**src/rtl/core_pkg.sv**
```systemverilog
// Shared types, pack masks and range limits for the RV32 immediate encoder.
// The range helper is only referenced when IMM_RANGE_CHECK_EN is defined.
package core_pkg;

  typedef enum logic [1:0] {
    IMM_I = 2'b00,
    IMM_S = 2'b01,
    IMM_B = 2'b10,
    IMM_J = 2'b11
  } imm_src_e;

  localparam logic [31:0] IMM_MASK_I = 32'hFFF0_0000;
  localparam logic [31:0] IMM_MASK_S = 32'hFE00_0F80;
  localparam logic [31:0] IMM_MASK_B = 32'hFE00_0F80;
  localparam logic [31:0] IMM_MASK_J = 32'hFFFF_F000;

  localparam logic signed [31:0] IMM_IS_MIN = -32'sd2048;
  localparam logic signed [31:0] IMM_IS_MAX = 32'sd2047;
  localparam logic signed [31:0] IMM_B_MIN  = -32'sd4096;
  localparam logic signed [31:0] IMM_B_MAX  = 32'sd4094;
  localparam logic signed [31:0] IMM_J_MIN  = -32'sd1048576;
  localparam logic signed [31:0] IMM_J_MAX  = 32'sd1048574;

  // B and J targets are halfword aligned, so bit 0 must be clear as well
  function automatic logic imm_out_of_range(input logic [31:0] imm, input imm_src_e src);
    logic signed [31:0] v;
    logic               bad;
    v = $signed(imm);
    case (src)
      IMM_I, IMM_S: bad = (v < IMM_IS_MIN) || (v > IMM_IS_MAX);
      IMM_B:        bad = (v < IMM_B_MIN) || (v > IMM_B_MAX) || imm[0];
      IMM_J:        bad = (v < IMM_J_MIN) || (v > IMM_J_MAX) || imm[0];
      default:      bad = 1'b1;
    endcase
    return bad;
  endfunction

endpackage

```
**src/rtl/imm_encoder_pack.sv**
```systemverilog
// Combinational scatter of an immediate into RV32 I/S/B/J instruction bit
// positions; produces the packed bits and the mask of fields it owns.
module imm_pack
  import core_pkg::*;
(
  input  logic [31:0] imm_i,
  input  imm_src_e    src_i,
  output logic [31:0] pack_o,
  output logic [31:0] mask_o
);

  // Bits above imm[20] never reach any format; they only matter to the range check
  logic imm_unused;
  assign imm_unused = ^imm_i[31:21];

  // Format select: scatter the immediate and report the owned field mask
  always_comb begin
    pack_o = 32'h0000_0000;
    mask_o = 32'h0000_0000;
    case (src_i)
      IMM_I: begin
        pack_o = {imm_i[11:0], 20'h00000};
        mask_o = IMM_MASK_I;
      end
      IMM_S: begin
        pack_o = {imm_i[11:5], 13'h0000, imm_i[4:0], 7'h00};
        mask_o = IMM_MASK_S;
      end
      IMM_B: begin
        pack_o = {imm_i[12], imm_i[10:5], 13'h0000, imm_i[4:1], imm_i[11], 7'h00};
        mask_o = IMM_MASK_B;
      end
      IMM_J: begin
        pack_o = {imm_i[20], imm_i[10:1], imm_i[11], imm_i[19:12], 12'h000};
        mask_o = IMM_MASK_J;
      end
      default: begin
        pack_o = 32'h0000_0000;
        mask_o = 32'h0000_0000;
      end
    endcase
  end

endmodule

```
**src/rtl/imm_encoder.sv**
```systemverilog
// Two-stage valid/ready pipeline merging a packed immediate into a base word.
// Optional range checking and error counting under IMM_RANGE_CHECK_EN.
module imm_encoder
  import core_pkg::*;
(
  input  logic        clk,
  input  logic        rst_n,
  input  logic        in_valid,
  output logic        in_ready,
  input  logic [31:0] in_base,
  input  logic [31:0] in_imm,
  input  logic [1:0]  in_imm_src,
  output logic        out_valid,
  input  logic        out_ready,
  output logic [31:0] out_instr,
  output logic        out_err,
  output logic [15:0] err_cnt
);

  logic        s1_valid_q, s1_valid_d;
  logic [31:0] s1_base_q, s1_base_d;
  logic [31:0] s1_imm_q, s1_imm_d;
  imm_src_e    s1_src_q, s1_src_d;
  logic        out_valid_q, out_valid_d;
  logic [31:0] out_instr_q, out_instr_d;
  logic        s2_adv, s1_adv;
  logic [31:0] pack_s, mask_s;

  imm_pack u_pack (
    .imm_i  (s1_imm_q),
    .src_i  (s1_src_q),
    .pack_o (pack_s),
    .mask_o (mask_s)
  );

  assign s2_adv   = ~out_valid_q | out_ready;
  assign s1_adv   = ~s1_valid_q | s2_adv;
  assign in_ready = s1_adv;

  // Next-state for both pipeline stages
  always_comb begin
    s1_valid_d  = s1_valid_q;
    s1_base_d   = s1_base_q;
    s1_imm_d    = s1_imm_q;
    s1_src_d    = s1_src_q;
    out_valid_d = out_valid_q;
    out_instr_d = out_instr_q;
    if (s1_adv) begin
      s1_valid_d = in_valid;
      if (in_valid) begin
        s1_base_d = in_base;
        s1_imm_d  = in_imm;
        s1_src_d  = imm_src_e'(in_imm_src);
      end else begin
        s1_base_d = s1_base_q;
      end
    end else begin
      s1_valid_d = s1_valid_q;
    end
    if (s2_adv) begin
      out_valid_d = s1_valid_q;
      if (s1_valid_q) begin
        out_instr_d = (s1_base_q & ~mask_s) | pack_s;
      end else begin
        out_instr_d = out_instr_q;
      end
    end else begin
      out_valid_d = out_valid_q;
    end
  end

  // Pipeline registers; reset discards anything in flight
  always_ff @(posedge clk or negedge rst_n) begin
    if (!rst_n) begin
      s1_valid_q  <= 1'b0;
      s1_base_q   <= 32'h0000_0000;
      s1_imm_q    <= 32'h0000_0000;
      s1_src_q    <= IMM_I;
      out_valid_q <= 1'b0;
      out_instr_q <= 32'h0000_0000;
    end else begin
      s1_valid_q  <= s1_valid_d;
      s1_base_q   <= s1_base_d;
      s1_imm_q    <= s1_imm_d;
      s1_src_q    <= s1_src_d;
      out_valid_q <= out_valid_d;
      out_instr_q <= out_instr_d;
    end
  end

  assign out_valid = out_valid_q;
  assign out_instr = out_instr_q;

`ifdef IMM_RANGE_CHECK_EN
  logic        s1_err_q, s1_err_d;
  logic        out_err_q, out_err_d;
  logic [15:0] err_cnt_q, err_cnt_d;

  // Range flag rides with its payload; counter saturates on delivered errors
  always_comb begin
    s1_err_d  = s1_err_q;
    out_err_d = out_err_q;
    err_cnt_d = err_cnt_q;
    if (s1_adv && in_valid) begin
      s1_err_d = imm_out_of_range(in_imm, imm_src_e'(in_imm_src));
    end else begin
      s1_err_d = s1_err_q;
    end
    if (s2_adv && s1_valid_q) begin
      out_err_d = s1_err_q;
    end else begin
      out_err_d = out_err_q;
    end
    if (out_valid_q && out_ready && out_err_q && (err_cnt_q != 16'hFFFF)) begin
      err_cnt_d = err_cnt_q + 16'h0001;
    end else begin
      err_cnt_d = err_cnt_q;
    end
  end

  // Error-path registers
  always_ff @(posedge clk or negedge rst_n) begin
    if (!rst_n) begin
      s1_err_q  <= 1'b0;
      out_err_q <= 1'b0;
      err_cnt_q <= 16'h0000;
    end else begin
      s1_err_q  <= s1_err_d;
      out_err_q <= out_err_d;
      err_cnt_q <= err_cnt_d;
    end
  end

  assign out_err = out_err_q;
  assign err_cnt = err_cnt_q;
`else
  assign out_err = 1'b0;
  assign err_cnt = 16'h0000;
`endif

endmodule

```
**config.mk**
```make
export PLATFORM = sky130hd
export DESIGN_NAME = imm_encoder
export DESIGN_NICKNAME = d
export VERILOG_FILES = /design/src/rtl/core_pkg.sv /design/src/rtl/imm_encoder_pack.sv /design/src/rtl/imm_encoder.sv
export SDC_FILE = /design/constraint.sdc
export NUM_CORES = 1
export LEC_CHECK = 0
export CAP_MARGIN = 5
export CORE_MARGIN = 3
export CORE_UTILIZATION = 46
export DETAILED_ROUTE_END_ITERATION = 6
export PLACE_DENSITY = 0.85
export SYNTH_ARGS = -nofsm -noshare
export SYNTH_HDL_FRONTEND = slang
export SYNTH_SLANG_ARGS = --single-unit
```
**constraint.sdc**
```tcl
create_clock -name clk -period 1.63 [get_ports clk]
set_input_delay 0.4075 -clock clk [delete_from_list [all_inputs] [get_ports clk]]
set_output_delay 0.4075 -clock clk [all_outputs]
set_load 0.05 [all_outputs]
```
==> results.sh <==
export IMPL_cp_endpoint="in_ready"
export IMPL_ys_warn_count=0
export IMPL_hold_class="input pin to asynchronous set/reset pin"
export IMPL_row_count=31
export IMPL_synth_top_area_share_pct=56.7
export IMPL_synthTopCellsByArea="dfrtp_1, mux2_2, mux2_4, a21oi_1, buf_4"
export IMPL_netlist_area_um2=3620
export IMPL_status="completed"
export IMPL_cts_tree="yes"
export IMPL_fin_skew_ns=0.0143
export IMPL_cp_start_kind="flop"
export IMPL_rsz0062_at_grt="false"
export IMPL_cts_made_buffers=9
export IMPL_insertedDiodeCount=0
export IMPL_clk_latency_ns=0.36
export IMPL_fmax_mhz=645
export IMPL_p_total_w=0.00724
export IMPL_place_congestion=0.815
export IMPL_path_class="flop to primary output"
export IMPL_cap_viol_max_count=0
export IMPL_syn_inst=264
export IMPL_r2r_start="s1_valid_q"
export IMPL_vias_per_cell=5.08
export IMPL_place_ws_ns=-0.284
export IMPL_wirelength_mm=7.83
export IMPL_die_x_um=94.7
export IMPL_clk_pin_slew_worst_paths_ns=0.09
export IMPL_ios=121
export IMPL_die_h_um=94.7
export IMPL_clock_sinks=82
export IMPL_grt_use_total_pct=18.6
export IMPL_synth_largest_area_cell="dfrtp_1"
export IMPL_core_area_um2=7450
export IMPL_n_fill_cell=502
export IMPL_antenna_left=0
export IMPL_leakage_nw=2.27
export IMPL_grt_pass1_vias=2526
export IMPL_slew_viol_final=0
export IMPL_r2r_cells=4
export IMPL_grt_overflow_total=0
export IMPL_antenna_found_initial=0
export IMPL_finalNetCount=435
export IMPL_grt_first_pass_wirelength_mm=12.6
export IMPL_port_buffers=85
export IMPL_fin_crit_sh_pct=95.1
export IMPL_setup_viol=0
export IMPL_die_area_um2=8960
export IMPL_grt_max_degree=83
export IMPL_syn_area_per_cell_um2=13.7
export IMPL_hold_buffers=0
export IMPL_area_growth_pct=41.5
export IMPL_crit_fanout=3
export IMPL_h_tree_depth=3
export IMPL_wl_per_cell_um=16.9
export IMPL_r2r_setup_slack_ns=0.12
export IMPL_drtPass1Iterations=4
export IMPL_setup_slack_ns=0.0795
export IMPL_finalHoldViolations=0
export IMPL_dpl_hpwl_mm=5.61
export IMPL_cts_root_buf="clkbuf_8"
export IMPL_arrival_ns=1.14
export IMPL_peakVddDrop_v=0.000926
export IMPL_vias=2358
export IMPL_synth_seq_cells=82
export IMPL_cp_data_required_time_ns=1.22
export IMPL_drive_gt1_share_pct=37.0
export IMPL_cts_max_path_buffers=2
export IMPL_start_util_pct=48.6
export IMPL_regToRegEndpoint="out_instr[0]"
export IMPL_finalCriticalPeriod_ns=1.55
export IMPL_yosysSeqAreaShare_pct=56.7
export IMPL_powerDensity_nw_per_um2=1410
export IMPL_initialDrtViolationCount=85
export IMPL_crit_path_start="out_valid"
export IMPL_endpoint_kind="primary output"
export IMPL_drc=0
export IMPL_ys_types=25
-- cells in the mapped netlist --
cell and number:
nand3b_1 2, o21ai_0 2, inv_1 3, buf_6 4, mux2_4 22, nand2_1 1
nand2_2 1, nand2b_1 3, buf_12 1, o21ba_2 1, a31oi_1 1, conb_1 1
mux2_2 41, dfrtp_1 82, nor2b_1 13, clkbuf_1 4, buf_8 1, ha_1 5
and2_1 1, buf_4 19, o22ai_1 1, or2_2 1, buf_2 2, a21oi_1 45
a22oi_1 7
-- layer usage --
metal / part of all wire, % / vias up / GRT usage [%]
met4: 0.88 / 0 / 5.41
met1: 41 / 1173 / 23.0
met5: 0 / - / 0
li1: - / 1084 / -
met3: 6.5 / 7 / 5.50
met2: 51 / 94 / 31.5
-- sequential cells by signal, indices dropped and copies added (netlist names) --
signal / flops
out_instr: 32
s1_base_q: 25
s1_imm_q: 21
s1_src_q: 2
out_valid: 1
s1_valid_q: 1
-- where the power goes --
| part | switching (W) | internal [W] | leakage, nW |
|---|---|---|---|
| combinational | 0.00145 | 0.00149 | 1.22 |
| sequential | 0.000393 | 0.00244 | 0.950 |
| clock | 0.000760 | 0.000717 | 0.0998 |
| total | 0.00260 | 0.00464 | 2.27 |
-- cell usage in the layout (no fill, tap or decap) --
master	Yosys	layout
nor2b_1	13	12
or2_2	1	1
dfrtp_2	0	1
inv_6	0	1
nor2b_4	0	1
mux2_4	22	22
ha_2	0	1
clkinvlp_4	0	1
ha_1	5	4
a21oi_1	45	45
a22oi_1	7	7
inv_1	3	3
nand2_2	1	1
nand2_1	1	1
bufinv_16	0	1
o21ba_2	1	1
conb_1	1	17
nand2b_1	3	3
dlygate4sd2_1	0	1
buf_6	4	1
clkdlybuf4s50_1	0	49
buf_4	19	11
buf_12	1	38
clkinv_2	0	1
o21ai_0	2	2
o22ai_1	1	1
dfrtp_1	82	81
mux2_2	41	41
a31oi_1	1	1
clkbuf_8	0	9
nand3b_1	2	2
and2_1	1	1
clkinv_4	0	3
-- worst max-delay path: stages (launching register included) --
cell and delay (ns):
dfrtp_2 0.43, nand3b_1 0.12, buf_6 0.12, buf_12 0.12
-- area by class of cell --
| type | instances | area [µm²] | area share, % |
|---|---|---|---|
| multi-input combinational | 164 | 1380 | 26.9 |
| timing repair buffer | 100 | 1350 | 26.4 |
| clock inverter | 7 | 77.6 | 1.52 |
| inverter | 3 | 11.3 | 0.220 |
| sequential | 82 | 2050 | 40.1 |
| clock buffer | 9 | 124 | 2.42 |
| tap | 99 | 124 | 2.42 |
-- metrics by stage --
step	area, µm²	TNS (ns)	hold WS [ns]	cells	utilization (%)
detailed placement	4880	-14.98	0.472	445	65.6
global placement	4880	-11.35	0.464	445	65.6
global route	5120	0	0.0863	464	68.8
floorplan	3680	-13.55	0.112	280	-
CTS	5100	0	0.0823	463	68.5
finish	5120	0	0.0456	464	68.8
-- worst min path at each step --
stage | startpoint | endpoint | slack (ns) | cells past startpoint
CTS | rst_n | s1_base_q[19] | 0.08 | 2
global placement | rst_n | s1_imm_q[1] | 0.46 | 2
finish | rst_n | s1_base_q[23] | 0.05 | 2
floorplan | rst_n | out_instr[0] | 0.11 | 0
detailed placement | rst_n | s1_base_q[23] | 0.47 | 2
global route | rst_n | s1_base_q[23] | 0.09 | 2
-- logic make-up after synthesis --
family          after synthesis  synth area share, %
flops                        82                 56.7
buf+inv                      34                 7.16
other cells                   1                0.104
mux                          63                 21.9
simple gates                 22                 3.81
fa+ha+maj                     5                 1.73
compound gates               57                 8.58
-- repair_timing --
item | in CTS | in global routing
hold endpoints to repair | 0 | 0
gates resized for setup | 3 | 2
pin swaps | 0 | 0
setup buffers | 2 | 1
setup endpoints to repair | 9 | 12
(Power assumes the default switching activity.)
